## config.mk

```make
export PLATFORM = sky130hd
export DESIGN_NAME = peridot_avm_arbiter
export DESIGN_NICKNAME = d
export VERILOG_FILES = /design/src/rtl/peridot_avm_arbiter.sv
export SDC_FILE = /design/constraint.sdc
export NUM_CORES = 1
export LEC_CHECK = 0
export CAP_MARGIN = 5
export CORE_AREA = 4 4 120 122
export DETAILED_ROUTE_END_ITERATION = 10
export DIE_AREA = 0 0 124 126
export SYNTH_ARGS = -nofsm -noshare
export SYNTH_HDL_FRONTEND = slang
export SYNTH_SLANG_ARGS = --single-unit
export TNS_END_PERCENT = 50
```

## constraint.sdc

```tcl
create_clock -name csi_avmclock_clk -period 1.98 [get_ports csi_avmclock_clk]
set_input_delay 0.396 -clock csi_avmclock_clk [delete_from_list [all_inputs] [get_ports csi_avmclock_clk]]
set_output_delay 0.396 -clock csi_avmclock_clk [all_outputs]
set_load 0.1 [all_outputs]
```

## src/rtl/peridot_avm_arbiter.sv

```systemverilog
// Two-requester Avalon-MM arbiter onto one shared master port.
// It tracks outstanding reads so that read data always returns to the requester that issued it.
module peridot_avm_arbiter #(
  parameter int    MAX_PENDING = 4,
  parameter string FAIR_SWITCH = "ON"
) (
  input  logic        csi_avmclock_clk,
  input  logic        csi_avmclock_reset,
  input  logic [31:0] avs_s0_address,
  input  logic        avs_s0_read,
  input  logic        avs_s0_write,
  input  logic [3:0]  avs_s0_byteenable,
  input  logic [31:0] avs_s0_writedata,
  output logic [31:0] avs_s0_readdata,
  output logic        avs_s0_waitrequest,
  output logic        avs_s0_readdatavalid,
  input  logic [31:0] avs_s1_address,
  input  logic        avs_s1_read,
  input  logic        avs_s1_write,
  input  logic [3:0]  avs_s1_byteenable,
  input  logic [31:0] avs_s1_writedata,
  output logic [31:0] avs_s1_readdata,
  output logic        avs_s1_waitrequest,
  output logic        avs_s1_readdatavalid,
  output logic [31:0] avm_m1_address,
  output logic        avm_m1_read,
  output logic        avm_m1_write,
  output logic [3:0]  avm_m1_byteenable,
  output logic [31:0] avm_m1_writedata,
  input  logic [31:0] avm_m1_readdata,
  input  logic        avm_m1_waitrequest,
  input  logic        avm_m1_readdatavalid,
  output logic        owner,
  output logic        busy
);

  typedef enum logic [1:0] {IDLE, GRANT, DRAIN} state_t;

  localparam logic [3:0] MAXP = 4'(MAX_PENDING);
  localparam bit         FAIR = (FAIR_SWITCH == "ON");

  state_t     state_q;
  logic       owner_q, last_grant_q;
  logic [3:0] pending_q;

  logic req0, req1, own_req, oth_req, own_rd, own_wr;
  logic in_grant, pend_nz, pend_full;
  logic rd_ok, wr_ok, acc, acc_rd, rdv, own_wait, grant_nxt;

  assign req0      = avs_s0_read | avs_s0_write;
  assign req1      = avs_s1_read | avs_s1_write;
  assign own_req   = owner_q ? req1 : req0;
  assign oth_req   = owner_q ? req0 : req1;
  assign own_rd    = owner_q ? avs_s1_read  : avs_s0_read;
  assign own_wr    = owner_q ? avs_s1_write : avs_s0_write;
  assign in_grant  = (state_q == GRANT);
  assign pend_nz   = (pending_q != 4'd0);
  assign pend_full = (pending_q >= MAXP);

  // Reads stall once the outstanding window is full; writes are never throttled.
  assign rd_ok  = in_grant & own_rd & ~pend_full;
  assign wr_ok  = in_grant & own_wr;
  assign acc    = (rd_ok | wr_ok) & ~avm_m1_waitrequest;
  assign acc_rd = rd_ok & ~avm_m1_waitrequest;
  assign rdv    = avm_m1_readdatavalid & pend_nz;

  assign own_wait = in_grant ? (avm_m1_waitrequest | (own_rd & pend_full)) : 1'b1;

  assign avm_m1_address    = owner_q ? avs_s1_address    : avs_s0_address;
  assign avm_m1_byteenable = owner_q ? avs_s1_byteenable : avs_s0_byteenable;
  assign avm_m1_writedata  = owner_q ? avs_s1_writedata  : avs_s0_writedata;
  assign avm_m1_read       = rd_ok;
  assign avm_m1_write      = wr_ok;

  assign avs_s0_readdata      = avm_m1_readdata;
  assign avs_s1_readdata      = avm_m1_readdata;
  assign avs_s0_waitrequest   = owner_q ? 1'b1 : own_wait;
  assign avs_s1_waitrequest   = owner_q ? own_wait : 1'b1;
  assign avs_s0_readdatavalid = rdv & ~owner_q;
  assign avs_s1_readdatavalid = rdv &  owner_q;

  assign owner = owner_q;
  assign busy  = (state_q != IDLE);

  // On contention, alternate away from whoever won last.
  assign grant_nxt = (req0 & req1) ? ~last_grant_q : req1;

  always_ff @(posedge csi_avmclock_clk or posedge csi_avmclock_reset) begin
    if (csi_avmclock_reset) begin
      state_q      <= IDLE;
      owner_q      <= 1'b0;
      last_grant_q <= 1'b1;
      pending_q    <= 4'd0;
    end else begin
      if (acc_rd && !rdv)      pending_q <= pending_q + 4'd1;
      else if (!acc_rd && rdv) pending_q <= pending_q - 4'd1;

      case (state_q)
        IDLE: if (req0 || req1) begin
          state_q      <= GRANT;
          owner_q      <= grant_nxt;
          last_grant_q <= grant_nxt;
        end
        GRANT: begin
          if (!own_req)                    state_q <= pend_nz ? DRAIN : IDLE;
          else if (FAIR && acc && oth_req) state_q <= DRAIN;
        end
        DRAIN: if (!pend_nz || (pending_q == 4'd1 && rdv)) state_q <= IDLE;
        default: state_q <= IDLE;
      endcase
    end
  end

endmodule

```

Word-level counts from Yosys, hierarchy flattened
Index checks and enable logic that the tools add are counted.
{"block": "totals", "ramBits": 0, "romBits": 0, "input_bits": 176, "latch_bits": 0, "output_inout_bits": 140, "memories": 0, "register_bits": 8, "wordCells": 65}
{"block": "classes", "magnitude_cmp": 1, "n_reduce_logical": 15, "n_mux": 19, "n_addsub": 2, "n_mul": 0, "bitwise_logic": 18, "div_mod_pow": 0, "shifts": 0, "eq_ne": 6}
{"operator": "$mux 32", "count": 2}
{"operator": "$mux 4", "count": 3}
{"operator": "$and 1x1->1", "count": 10}
{"operator": "$mux 2", "count": 5}
{"operator": "$mux 1", "count": 8}
{"operator": "$pmux 2 s3", "count": 1}
{"operator": "$add 4x1->4 const B", "count": 1}
{"operator": "$eq 4x1->1 const B", "count": 1}
{"operator": "$ge 4x3->1 const B", "count": 1}
{"operator": "$logic_and 1x1->1", "count": 4}
{"operator": "$ne 2x2->1 const B", "count": 2}
{"operator": "$not 1->1", "count": 4}
{"operator": "$or 1x1->1", "count": 4}
{"operator": "$reduce_bool 2->1", "count": 2}
{"operator": "$reduce_bool 4->1", "count": 1}
{"operator": "$sub 4x1->4 const B", "count": 1}
{"operator": "$logic_not 1->1", "count": 3}
{"operator": "$ne 3x2->1 const B", "count": 1}
{"operator": "$reduce_and 3->1", "count": 1}
{"operator": "$eq 2x1->1 const B", "count": 1}
{"operator": "$eq 2x2->1 const B", "count": 1}
{"operator": "$logic_not 2->1", "count": 1}
{"operator": "$logic_or 1x1->1", "count": 2}
{"operator": "$reduce_and 2->1", "count": 1}

Longest topological paths before layout
{"block": "depth", "ltp_word": 9, "depth_mapped": 8, "depth_no_buf": 8}

Worst setup path after synthesis
No wires, ideal clock.
{"block": "synth_timing", "path_type": "register to output", "from": "register owner_q, in the netlist owner", "to": "output port avs_s0_readdatavalid", "required_time_ns": 1.584, "n_path_buf": 3, "stages_incl_launch_ff": 5, "slack_ns": -1.050, "arrival_ns": 2.634, "path_cell_list": "dfrtp_1 -> clkbuf_1 -> buf_2 -> buf_2 -> nor2_1"}
{"block": "synth_via", "elab_chain_cells": 2}
{"element": "from (decl)", "line_no": "43", "rtl": "logic owner_q, last_grant_q;"}
{"element": "from (signal assigned)", "line_no": "101", "rtl": "owner_q <= grant_nxt;"}
{"element": "$not 1->1", "line_no": "79", "rtl": "assign avs_s0_readdatavalid = rdv & ~owner_q;"}
{"element": "$and 1x1->1", "line_no": "79"}
{"element": "to (decl)", "line_no": "16", "rtl": "output logic avs_s0_readdatavalid,"}
No other way between the ends.

Final worst setup path
{"block": "layout_timing", "from": "register pending_q[2]", "to": "output port avm_m1_read"}
{"block": "layout_via", "elab_chain_cells": 3}
{"element": "from (decl)", "line_no": "44", "rtl": "logic [3:0] pending_q;"}
{"element": "from (signal assigned)", "line_no": "95", "rtl": "if (acc_rd && !rdv) pending_q <= pending_q + 4'd1;"}
{"element": "from (signal assigned)", "line_no": "96", "rtl": "else if (!acc_rd && rdv) pending_q <= pending_q - 4'd1;"}
{"element": "$ge 4x3->1", "line_no": "58", "rtl": "assign pend_full = (pending_q >= MAXP);"}
{"element": "$not 1->1", "line_no": "61", "rtl": "assign rd_ok = in_grant & own_rd & ~pend_full;"}
{"element": "$and 1x1->1", "line_no": "61"}
{"element": "to (decl)", "line_no": "26", "rtl": "output logic avm_m1_read,"}
No other way between the ends.

==> flow_summary_export.csv <==
group,metric,value,unit
run_status,status,"finished with violations",
run_status,violations,"negative setup slack",
cts,h-tree-depth,1,
layout,fill_cells,1256,
timing,finClkSkew,1.04,ps
global_route,grt_use_met1,11.9,%
timing,final.period_utilization,100,%
layout,drive_above_1_share,49.1,%
floorplanning,core,13200,um^2
min_path,hold_class,"in -> async",
critical_path,endpoint_kind,"output pin",
timing,finalHoldViolCount,0,
yosys,yosys_warnings,0,
timing,setup_violations,1,
timing,rsz0062_at_grt,"true",
floorplanning,dieArea,15600,um^2
timing,fmaxAchievable,504,MHz
critical_path,cp.arrival,1590,ps
floorplanning,fp.dieW,124,um
yosys,synthCells,206,
layout,num_antenna_cells,0,
critical_path,reg2reg_from,"pending_q[2]$_DFFE_PP0P_",
yosys,syn-num-nets,386,
floorplanning,pin_count,316,
yosys,async_flop_share,100,%
yosys,avgSynthCellArea,8.99,um^2
detailed_routing,drc_errors,0,
yosys,yosys.area.top_type,"mux2_2",
placement,dp.cells,548,
timing,fin_crit,1980,ps
cts,hold_buffers,0,
critical_path,criticalPathCategory,"reg -> out",
power,power_frac_comb,92.2,%
yosys,synth.most_common_cell,"mux2_2",
critical_path,rr_endpoint,"pending_q[3]$_DFFE_PP0P_",
detailed_routing,final_antenna_net_count,0,
yosys,synth.top_cell.area_share,41.4,%
layout,instances_no_fill,553,
global_route,gr-usage-met2,20.2,%
flow_run,cap_violations,0,
detailed_routing,first_pass_iters,4,
placement,pre_cts_ws,-173,ps
critical_path,reg2reg_depth,7,
global_route,first_global_vias,2354,
layout,syn2layout_area_growth,168,%
yosys,ys_ff_latch,8,
cts,cts_root_buf,"clkbuf_16",
cts,cts_buffers,3,
power,total_switching_power,5180,uW
yosys,synth_area,1850,um^2
global_route,antenna_found_initial,0,
timing,tightest_slew,309,ps
power,p_per_area,1810,nW/um^2
detailed_routing,num_vias,2085,
global_route,grt-ovfl-total,0,
placement,io_buffers,219,
power,peakVddDrop,1.22,mV
floorplanning,fp-row-count,42,
detailed_routing,wl,9170,um
timing,finalSetupTns,-4.15,ps
placement,place_congestion,0.820,
power,netSwitchingFraction,57.8,%
global_route,grt_max_degree,42,
detailed_routing,dr.first_iter.drc_count,40,
timing,max-slew-margin-rel,79.4,%
cts,cts_tree,"built",
cts,clkTransAtPathRegs,40,ps
timing,timing.final.max_slew_violations,0,
cts,clk_latency,230,ps
floorplanning,die_h,126,um
power,p_int,3780,uW
power,p_leak,0.00210,uW
critical_path,worstPathRequired,1580,ps
detailed_routing,wire_per_inst,16.6,um
detailed_routing,vias_per_cell,3.77,
placement,dp_hpwl,8040,um
layout,num-nets-final,558,
cts,clock_sinks,8,
yosys,ys_types,30,
floorplanning,initial_utilization,14.0,%
power,clkPwrFrac,3.9,%
critical_path,regToRegSetupSlack,40,ps
global_route,busiest_layer,"met2",
global_route,grt_pass1_wl,13300,um
power,seqPwrFrac,3.8,%
yosys,synth_area_leaders,"mux2_2 (41%), buf_4 (26%), dfrtp_1 (9.5%)",
yosys,ys.flop_type,"dfrtp_1",
critical_path,start_kind,"flop",
yosys,yosysSeqAreaShare,10.9,%
timing,layout_setup_ws,-4.15,ps
global_route,use_met3,3.68,%
global_route,track_usage,10.8,%
yosys,synth_edf_count,0,
yosys,synth_common_cells,"mux2_2 (68), buf_4 (64), nor2_1 (11)",
critical_path,critPathMaxFanout,2,
cts,cts.path.max_buffers,2,
==> worst max-delay path, cell delays in order (launching register included) <==
cell and delay, ps:
dfrtp_1 360, or4b_4 570, buf_6 140, nor2_4 100
buf_12 180
==> worst max-delay path by stage <==
stage                                  start                        to  cells after the start
global placement                 avs_s1_read  pending_q[3]$_DFFE_PP0P_                      7
CTS                 pending_q[2]$_DFFE_PP0P_               avm_m1_read                      4
floorplan                  owner$_DFFE_PP0P_        avs_s0_waitrequest                      4
global route        pending_q[2]$_DFFE_PP0P_               avm_m1_read                      4
detailed placement               avs_s0_read  pending_q[3]$_DFFE_PP0P_                      7
finish              pending_q[2]$_DFFE_PP0P_               avm_m1_read                      4
==> logic make-up after synthesis <==
logic type / Yosys count / share of synthesized area, %
buf+inv: 76 / 28.9
fa+ha+maj: 4 / 2.70
mux: 71 / 43.0
flops: 8 / 10.9
xor+xnor: 4 / 1.89
simple gates: 27 / 7.37
compound gates: 16 / 5.34
==> routing by layer <==
layer,routed length (um),part of all wire (%)
met1,3250,35
met2,4830,53
met3,1050,11
met4,42,0.46
met5,0,0
==> repair_timing <==
item / CTS / global route
setup buffers: 1 / 0
cloned: 0 / 0
setup endpoints to repair: 5 / 32
pin swaps: 2 / 2
endpoints found under the hold margin: 0 / 0
resized for setup: 6 / 8
==> cell usage in the layout, fill, tap and decap left out, types with 2 or more instances in the layout <==
master	Yosys	layout
nor2_1	11	6
buf_12	0	77
inv_1	3	3
ha_1	4	3
nor2_2	0	2
xor2_1	3	3
nor2_4	0	3
clkdlybuf4s50_1	0	143
nor3_1	3	2
buf_4	64	18
mux2_2	68	36
clkbuf_16	0	3
mux2_4	0	32
dfrtp_1	7	6
o21ai_0	4	4
nand2_1	4	4
a21oi_1	7	6
==> final cells by class <==
cell class | instances | area [um^2] | share of cell area, %
well taps | 176 | 220 | 4.44
flip-flops and latches | 8 | 205 | 4.13
inverters | 3 | 11.3 | 0.227
multi-input cells | 122 | 1300 | 26.2
repair buffers | 240 | 3150 | 63.4
clock buffers | 4 | 78.8 | 1.59
==> registers in the layout, summed over array words and instances, names as in the netlist <==
register / flops
last_grant_q: 1
owner: 1
pending_q: 4
state_q: 2
==> stage by stage <==
step,utilization (%),total power [uW],hold WS (ps),instance area (um^2)
2_1_floorplan,-,6170,211,2010
3_3_place_gp,36.5,8520,494,4810
3_5_place_dp,36.5,8570,512,4810
4_1_cts,37.4,9000,429,4930
5_1_grt,37.6,9260,459,4960
6_report,37.6,8960,418,4960
==> power groups by stage <==
stage,Sequential (uW),Clock [uW],Combinational (uW)
after floorplan,419,0,5750
after global placement,333,0,8190
after detailed placement,339,0,8230
after CTS,338,358,8300
after global routing,355,366,8540
final,343,353,8270
(Power assumes the default switching activity.)
